### src/rtl/spi_pkg.sv
// Shared constants for the CRC-framed SPI link (slave and master).
// Frame: DATA_W payload bits then CRC-8 (poly 0x1D, init 0xFF, no reflection,
// no final XOR), MSB first.
package spi_pkg;
  localparam logic [7:0] CRC_POLY   = 8'h1D;
  localparam logic [7:0] CRC_INIT   = 8'hFF;
  localparam int         FRAME_BITS = 32;

  typedef enum logic [1:0] {IDLE, ACTIVE, DONE} state_t;

  // One serial CRC step, MSB first.
  function automatic logic [7:0] crc8_next(input logic [7:0] crc, input logic b);
    logic fb;
    fb = crc[7] ^ b;
    return {crc[6:0], 1'b0} ^ (fb ? CRC_POLY : 8'h00);
  endfunction
endpackage

### src/rtl/crc8_serial.sv
// Bit-serial CRC-8 accumulator.
// Ports: clk/rst (async high), clr reloads CRC_INIT, en folds bit_in,
//        crc is the running remainder.
module crc8_serial
  import spi_pkg::*;
(
  input  logic       clk,
  input  logic       rst,
  input  logic       clr,
  input  logic       en,
  input  logic       bit_in,
  output logic [7:0] crc
);
  always_ff @(posedge clk or posedge rst) begin
    if (rst)      crc <= CRC_INIT;
    else if (clr) crc <= CRC_INIT;
    else if (en)  crc <= crc8_next(crc, bit_in);
  end
endmodule

### src/rtl/spi_slave_crc.sv
// SPI responder (mode: master drives on sck rise, samples on sck fall) for
// the 32-bit CRC-framed link. Oversamples sck/csn/mosi on clk.
// Ports: clk, rst (async high); sck, csn, mosi, miso (SPI pins);
//        tx_data (word returned, captured at csn fall);
//        rx_data/rx_crc/crc_ok (last good frame), rx_valid / frame_err
//        (one-clk pulses at frame end), busy (frame in progress).
module spi_slave_crc
  import spi_pkg::*;
#(
  parameter int DATA_W      = 24,
  parameter int CRC_W       = 8,
  parameter int SYNC_STAGES = 2
) (
  input  logic              clk,
  input  logic              rst,
  input  logic              sck,
  input  logic              csn,
  input  logic              mosi,
  output logic              miso,
  input  logic [DATA_W-1:0] tx_data,
  output logic [DATA_W-1:0] rx_data,
  output logic [CRC_W-1:0]  rx_crc,
  output logic              rx_valid,
  output logic              crc_ok,
  output logic              frame_err,
  output logic              busy
);
  localparam int            CW      = $clog2(FRAME_BITS + 1);
  localparam logic [CW-1:0] DATA_N  = CW'(DATA_W);
  localparam logic [CW-1:0] FRAME_N = CW'(FRAME_BITS);

  // synchronisers plus one edge-detect flop each for sck and csn
  logic [SYNC_STAGES-1:0] sck_sync, csn_sync, mosi_sync;
  logic sck_d, csn_d;

  always_ff @(posedge clk or posedge rst) begin
    if (rst) begin
      sck_sync  <= '0;
      csn_sync  <= '1;
      mosi_sync <= '0;
      sck_d     <= 1'b0;
      csn_d     <= 1'b1;
    end else begin
      sck_sync  <= {sck_sync[SYNC_STAGES-2:0], sck};
      csn_sync  <= {csn_sync[SYNC_STAGES-2:0], csn};
      mosi_sync <= {mosi_sync[SYNC_STAGES-2:0], mosi};
      sck_d     <= sck_sync[SYNC_STAGES-1];
      csn_d     <= csn_sync[SYNC_STAGES-1];
    end
  end

  logic sck_s, csn_s, mosi_s;
  assign sck_s  = sck_sync[SYNC_STAGES-1];
  assign csn_s  = csn_sync[SYNC_STAGES-1];
  assign mosi_s = mosi_sync[SYNC_STAGES-1];

  logic sck_rise, sck_fall, csn_rise, csn_fall;
  assign sck_rise = sck_s & ~sck_d;
  assign sck_fall = ~sck_s & sck_d;
  assign csn_rise = csn_s & ~csn_d;
  assign csn_fall = ~csn_s & csn_d;

  state_t              state;
  logic [DATA_W-1:0]   tx_shift, rx_shift;
  logic [CRC_W-1:0]    tx_crc, rx_crc_calc, tx_crc_shift, rx_crc_shift;
  logic [CW-1:0]       bit_cnt, tx_cnt;

  // sck edges coinciding with the csn rise are dropped
  logic act_rise, act_fall, crc_clr;
  assign act_rise = (state == ACTIVE) && !csn_rise && sck_rise;
  assign act_fall = (state == ACTIVE) && !csn_rise && sck_fall;
  assign crc_clr  = (state == IDLE) && csn_fall;

  crc8_serial u_tx_crc (
    .clk(clk), .rst(rst), .clr(crc_clr),
    .en(act_rise && (tx_cnt < DATA_N)), .bit_in(tx_shift[DATA_W-1]),
    .crc(tx_crc)
  );

  crc8_serial u_rx_crc (
    .clk(clk), .rst(rst), .clr(crc_clr),
    .en(act_fall && (bit_cnt < DATA_N)), .bit_in(mosi_s),
    .crc(rx_crc_calc)
  );

  always_ff @(posedge clk or posedge rst) begin
    if (rst) begin
      state        <= IDLE;
      miso         <= 1'b0;
      busy         <= 1'b0;
      rx_valid     <= 1'b0;
      frame_err    <= 1'b0;
      crc_ok       <= 1'b0;
      rx_data      <= '0;
      rx_crc       <= '0;
      tx_shift     <= '0;
      rx_shift     <= '0;
      tx_crc_shift <= '0;
      rx_crc_shift <= '0;
      bit_cnt      <= '0;
      tx_cnt       <= '0;
    end else begin
      rx_valid  <= 1'b0;
      frame_err <= 1'b0;
      case (state)
        IDLE: begin
          miso <= 1'b0;
          busy <= 1'b0;
          if (csn_fall) begin
            tx_shift <= tx_data;
            bit_cnt  <= '0;
            tx_cnt   <= '0;
            busy     <= 1'b1;
            state    <= ACTIVE;
          end
        end
        ACTIVE: begin
          if (csn_rise) begin
            state <= DONE;
          end else begin
            if (sck_rise) begin
              if (tx_cnt < DATA_N) begin
                miso     <= tx_shift[DATA_W-1];
                tx_shift <= {tx_shift[DATA_W-2:0], 1'b0};
              end else if (tx_cnt == DATA_N) begin
                // tx_crc is final once the last payload bit was folded
                miso         <= tx_crc[CRC_W-1];
                tx_crc_shift <= {tx_crc[CRC_W-2:0], 1'b0};
              end else if (tx_cnt < FRAME_N) begin
                miso         <= tx_crc_shift[CRC_W-1];
                tx_crc_shift <= {tx_crc_shift[CRC_W-2:0], 1'b0};
              end else begin
                miso <= 1'b0;
              end
              if (tx_cnt != FRAME_N) tx_cnt <= tx_cnt + CW'(1);
            end
            if (sck_fall) begin
              if (bit_cnt < DATA_N)
                rx_shift <= {rx_shift[DATA_W-2:0], mosi_s};
              else if (bit_cnt < FRAME_N)
                rx_crc_shift <= {rx_crc_shift[CRC_W-2:0], mosi_s};
              if (bit_cnt != FRAME_N) bit_cnt <= bit_cnt + CW'(1);
            end
          end
        end
        DONE: begin
          miso  <= 1'b0;
          busy  <= 1'b0;
          state <= IDLE;
          if (bit_cnt == FRAME_N) begin
            rx_data  <= rx_shift;
            rx_crc   <= rx_crc_shift;
            crc_ok   <= (rx_crc_shift == rx_crc_calc);
            rx_valid <= 1'b1;
          end else begin
            frame_err <= 1'b1;
          end
        end
        default: state <= IDLE;
      endcase
    end
  end
endmodule

### config.mk
export PLATFORM = sky130hd
export DESIGN_NAME = spi_slave_crc
export DESIGN_NICKNAME = d
export VERILOG_FILES = /design/src/rtl/spi_pkg.sv /design/src/rtl/crc8_serial.sv /design/src/rtl/spi_slave_crc.sv
export SDC_FILE = /design/constraint.sdc
export NUM_CORES = 1
export LEC_CHECK = 0
export CAP_MARGIN = 15
export CORE_ASPECT_RATIO = 0.9
export CORE_MARGIN = 10
export CORE_UTILIZATION = 32
export CTS_BUF_LIST = sky130_fd_sc_hd__clkbuf_2 sky130_fd_sc_hd__clkbuf_4 sky130_fd_sc_hd__clkbuf_8
export DETAILED_ROUTE_END_ITERATION = 10
export PLACE_DENSITY = 0.48
export SETUP_SLACK_MARGIN = 0.02
export SLEW_MARGIN = 20
export SYNTH_ARGS = -nofsm -noshare
export SYNTH_HDL_FRONTEND = slang
export SYNTH_SLANG_ARGS = --single-unit
### constraint.sdc
create_clock -name clk -period 5 [get_ports clk]
set_input_delay 0.75 -clock clk [delete_from_list [all_inputs] [get_ports clk]]
set_output_delay 0.75 -clock clk [all_outputs]
set_load 0.005 [all_outputs]
# [Yosys cells after proc, flatten, opt, wreduce, memory -nomap -nowiden]
# Index checks and enable logic that the tools add are counted.
[classes] n_bitwise=15 mux=37 n_lt_le_gt_ge=4 reduce_logical=24 n_addsub=2 eq_ne=15
[ops] op="2-to-1 mux 24 bit" count=4
[ops] op="2-to-1 mux 8 bit" count=6
[ops] op="one-hot mux 24 bit (2 select lines)" count=1
[ops] op="2-to-1 mux 6 bit" count=7
[ops] op="AND reduction 5 bit" count=5
[ops] op="one-hot mux 6 bit (2 select lines)" count=2
[ops] op="bitwise XOR 8 bit" count=2
[ops] op="adder 6 x 1 -> 6 bit, second input constant" count=2
[ops] op="less-than comparator 6 x 5 -> 1 bit, second input constant" count=2
[ops] op="less-than comparator 6 bit, second input constant" count=2
[ops] op="inequality test 6 bit, second input constant" count=2
[ops] op="nonzero test 2 bit" count=6
[ops] op="2-to-1 mux 1 bit" count=10
[ops] op="2-to-1 mux 5 bit" count=2
[ops] op="inequality test 2 bit, second input constant" count=5
[ops] op="== test 8 bit" count=1
[ops] op="NOT 1 bit" count=7
[ops] op="== test 6 x 5 -> 1 bit, second input constant" count=1
[ops] op="== test 6 bit, second input constant" count=1
[ops] op="logical AND 1 bit" count=6
[ops] op="inequality test 2 x 1 -> 1 bit, second input constant" count=3
[ops] op="bitwise AND 1 bit" count=4
[ops] op="2-to-1 mux 2 bit" count=2
[ops] op="one-hot mux 1 bit (2 select lines)" count=2
[ops] op="other kinds (10)" count=12
[totals] regBits=139 out_inout_bits=37 input_bits=29 wordCells=118

# [Logic depth before layout (Yosys ltp)]
[depth] ltp_word=8 mapped_depth=6 mapped_depth_nobuf=6

# [Modules after synthesis]
# From an unflattened synthesis, not the netlist that was laid out.
[hier_totals] cells_unflattened=488 hier_area_um2=6109.6
[modules_own_cells] mod="spi_slave_crc" seq_area_each_um2=3056.7 area_per_inst_um2=5221.3 cells_each=424 instances=1
[modules_own_cells] mod="crc8_serial" seq_area_each_um2=210.2 area_per_inst_um2=444.2 cells_each=32 instances=2

# [Least setup slack after synthesis]
# OpenSTA, ideal clock, no wires.
[synth_path] path_kind="reg2reg" start="register csn_d" end="register rx_crc_shift[0]" setup_time_ns=0.125 required_time_ns=4.875 t_arrival_ns=1.616 n_path_buf=1 slack_ns=3.259 synth_period_minus_slack_ns=1.741 path_stages_with_launch=6 path_cell_list="dfstp_2 nand2b_1 buf_2 nand3_2 nor3_4 mux2_2"
[synth_between] elab_chain_cells=4
[synth_rtl] element="start, declared" line_no="spi_slave_crc.sv:34" source="logic sck_d, csn_d;"
[synth_rtl] element="start signal, assigned" line_no="spi_slave_crc.sv:48" source="csn_d <= csn_sync[SYNC_STAGES-1];"
[synth_rtl] element="NOT 1 bit" line_no="spi_slave_crc.sv:60" source="assign csn_rise = csn_s & ~csn_d;"
[synth_rtl] element="bitwise AND 1 bit" line_no="spi_slave_crc.sv:60"
[synth_rtl] element="NOT 1 bit (no source line)"
[synth_rtl] element="AND reduction 5 bit (no source line)"
[synth_rtl] element="end signal, assigned" line_no="spi_slave_crc.sv:141" source="rx_crc_shift <= {rx_crc_shift[CRC_W-2:0], mosi_s};"
[synth_rtl] element="end, declared" line_no="spi_slave_crc.sv:65" source="logic [CRC_W-1:0] tx_crc, rx_crc_calc, tx_crc_shift, rx_crc_shift;"
# No other way between the ends.
# A chain may end at the register's enable or synchronous reset.

# [Worst setup path after layout]
[layout_path] start="register busy" end="output port busy"
[layout_rtl] element="start, declared" line_no="spi_slave_crc.sv:26" source="output logic busy"
[layout_rtl] element="start signal, assigned" line_no="spi_slave_crc.sv:90" source="busy <= 1'b0;"
[layout_rtl] element="start signal, assigned" line_no="spi_slave_crc.sv:108" source="busy <= 1'b0;"
[layout_rtl] element="start signal, assigned" line_no="spi_slave_crc.sv:113" source="busy <= 1'b1;"
# No word-level cell between the ends.

==> metrics <==
required time of the critical path 4250 ps; Yosys warnings 0; worst hold path class flop to flop; gr ovfl total 0; CP Buf/Inv Count 1; critical path endpoint category output pin; vias in the first global route 3,698; fill count 1,684; num rows 46; Post-Synthesis Cells between 400 and 500; setup TNS 0 ps; first-pass GRT wire length 19,350 um; critical path's slowest cell clkdlybuf4s50_1; ys flop type dfrtp_1; IO Count 66; slew at the pin with the worst max-slew slack 801.8 ps; routed wire length 11,640 um; crit path max fanout 2; setup violators final 0; relative slew slack 0.4614; Maximum Capacitance Violations 0; H-tree levels 4; PD cells a little over 400 mW/mm2; post-synthesis xor/xnor area fraction 0.02541; Reg2Reg Capture Point rx_crc_shift[4]$_DFFE_PP0P_; post-synthesis sequential element count between 100 and 150; crit share post-route 0.4195; Clock transition at path regs 80 ps; Worst Skew 13.24 ps; mux cell area share after synthesis 0.1881; Reg2Reg Depth 4; final cell count without fillers 781; Clk pwr share 0.343; Fin. Hold Viols 0; Routed wire per std cell around 15 um; Mean Syn Cell Area between 10 and 15 um2; delay-heaviest family, CP buffers and inverters; syn_nets 490; CP Class flop to output pin; vias per cell 4.636; crit start category flop; nets@finish 560; DIE AREA ~0.024 mm2; Max Root-Sink Buffers 2; register area share after synthesis 0.5933; Post-CTS Hold Buffers 0; Critical R2R Launch csn_d$_DFF_PP1_; root buf cell clkbuf_8; Synth cell types 46; minimum clock period 2098 ps; DP HPWL just under 8000 um; number of remaining DRC errors 0; clk sinks approximately 140; max-slew violation count 0; Buffers on Ports 65; worst skew pair latency 430 ps; number of enable flip-flop cells after synthesis 0; ys async rst share 1.000; hold path depth 0; Post CTS Setup Buffer Count 0; Adder-Cell Fraction of Synth Area 0.006405; Post-Syn Area 0.005861 mm2; Leak ~3.3 nW; Max VDD drop 0.2536 mV; Int Power 0.002107 W; R2R setup slack roughly 3000 ps; Fin Hold WS roughly 360 ps; Post-DRT Antenna Nets 0; status finished, final reports clean; DRT iter0 DRCs 153; CP max stage delay approximately 530 ps; Logic pwr share 0.157; Simple-Gate Fraction of Synth Area 0.1023; DR pass1 iterations 4; Diodes inserted 0; Initial Util 0.3295; complex-gate fraction of the synthesized area 0.06405; CTS buffer count 17; sequential power share 0.500; PostCTS Resize Cnt 0; Data arrival, critical path 1350 ps; largest family of logic cells by synthesized area multiplexers; FMAX 0.4767 GHz; routability cong. 0.7472; crit-path cells clkdlybuf4s50_1; pin count of the biggest net entering global routing 75; Endpoint, Worst Hold csn_sync[1]$_DFF_PP1_; TritonCTS clock tree done; core area 0.01778 mm2; RSZ-0062 raised after global routing false; Worst Min Path Start csn_sync[0]$_DFF_PP1_; DIE HEIGHT 148.4 um; placed insts approximately 750; die width around 160 um; initial antenna violation count 0; Total Routing Usage GR 0.09908; via count 3,621; share of cells above drive strength 1 0.2514; P_sw 0.0008258 W; switch share 0.2815; area delta synth->final 23.61%
[layout make-up]
cell class,instances,area (um2),area share
Clock inverter,15,215.2,0.02971
Tap cell,240,300.3,0.04145
Sequential cell,138,3477,0.4800
Clock buffer,17,234.0,0.03230
Timing Repair Buffer,71,708.2,0.09775
Inverter,6,27.53,0.003800
Multi-Input combinational cell,294,2282,0.3150
[power groups by stage]
stage,Sequential (W),Combinational (W),Clock [W]
2_1_floorplan,0.00145,0.000367,0
3_3_place_gp,0.00148,0.000448,0
3_5_place_dp,0.00149,0.000464,0
4_1_cts,0.00147,0.000463,0.00105
5_1_grt,0.00149,0.000528,0.00109
6_report,0.00147,0.000460,0.00101
[layout by cell type, fill, tap and decap left out, types with 4 or more instances in the layout]
cell	instances
clkinv_4	4
dfrtp_1	119
inv_1	5
clkdlybuf4s50_1	65
nand2_1	50
mux2_2	65
nand3_1	12
inv_6	4
a21oi_1	9
a31oi_1	5
clkbuf_8	17
nor2_1	11
dfstp_2	19
mux2i_1	37
o21ai_0	34
buf_4	5
o211ai_1	6
bufinv_16	4
nor2b_1	6
xnor2_1	14
nand4_1	7
[cell families (layout without fill, tap and decap cells)]
| group | after synthesis | in the layout |
|---|---|---|
| multiplexers | 102 | 102 |
| adder cells (fa/ha/maj) | 3 | 3 |
| AND/OR/NAND/NOR | 109 | 109 |
| buffers and inverters | 26 | 109 |
| AO/OA/AOI/OAI | 63 | 63 |
| flip-flops | 138 | 138 |
| XOR/XNOR | 17 | 17 |
[per-layer routing]
layer  share of wire  GRT usage  up-vias  wire, um
li1                -          -     1768         -
met1            0.49     0.1271     1798      5665
met2            0.46     0.1516       49      5381
met3           0.040    0.03366        6       460
met4           0.011    0.03649        0       131
met5               0          0        -         0
[state kept, by name, indices dropped and copies added (netlist names), 2 cells and up]
name	cells
bit_cnt	6
csn_sync	2
mosi_sync	2
rx_crc	8
rx_crc_shift	8
rx_data	24
rx_shift	24
sck_sync	2
state	2
tx_cnt	6
tx_crc_shift	7
tx_shift	24
u_rx_crc.crc	8
u_tx_crc.crc	8
[metrics by stage]
stage	cell area (um2)	util	setup WS, ps	total power, W
after global routing	7244	0.4073	2826	0.003114
after detailed placement	6775	0.3810	2271	0.001951
after CTS	7224	0.4062	2240	0.002981
after floorplan	5861	-	585.3	0.001813
after global placement	6775	0.3810	2355	0.001930
final	7244	0.4073	2902	0.002933
[worst max-delay path by stage]
stage	startpoint	depth (start not counted)	endpoint
detailed placement	state[0]$_DFFE_PP0P_	4	rx_crc_shift[4]$_DFFE_PP0P_
CTS	state[0]$_DFFE_PP0P_	4	rx_crc_shift[4]$_DFFE_PP0P_
finish	busy$_DFFE_PP0N_	1	busy
global route	csn_d$_DFF_PP1_	4	rx_crc_shift[7]$_DFFE_PP0P_
global placement	state[0]$_DFFE_PP0P_	4	rx_crc_shift[7]$_DFFE_PP0P_
floorplan	rst	1	bit_cnt[0]$_DFFE_PP0P_
[cells in the mapped netlist (6+ instances only)]
library cell / instances / area, um2
a21oi_1: 9 / 45.04
buf_2: 9 / 45.04
clkbuf_1: 8 / 30.03
dfrtp_1: 119 / 2978
dfstp_2: 19 / 499.2
inv_1: 6 / 22.52
mux2_2: 65 / 732.0
mux2i_1: 37 / 370.4
nand2_1: 50 / 187.7
nand3_1: 12 / 60.06
nand4_1: 7 / 43.79
nor2_1: 11 / 41.29
nor2b_1: 7 / 43.79
o211ai_1: 6 / 45.04
o21ai_0: 34 / 170.2
xnor2_1: 14 / 122.6
(Power assumes the default switching activity.)
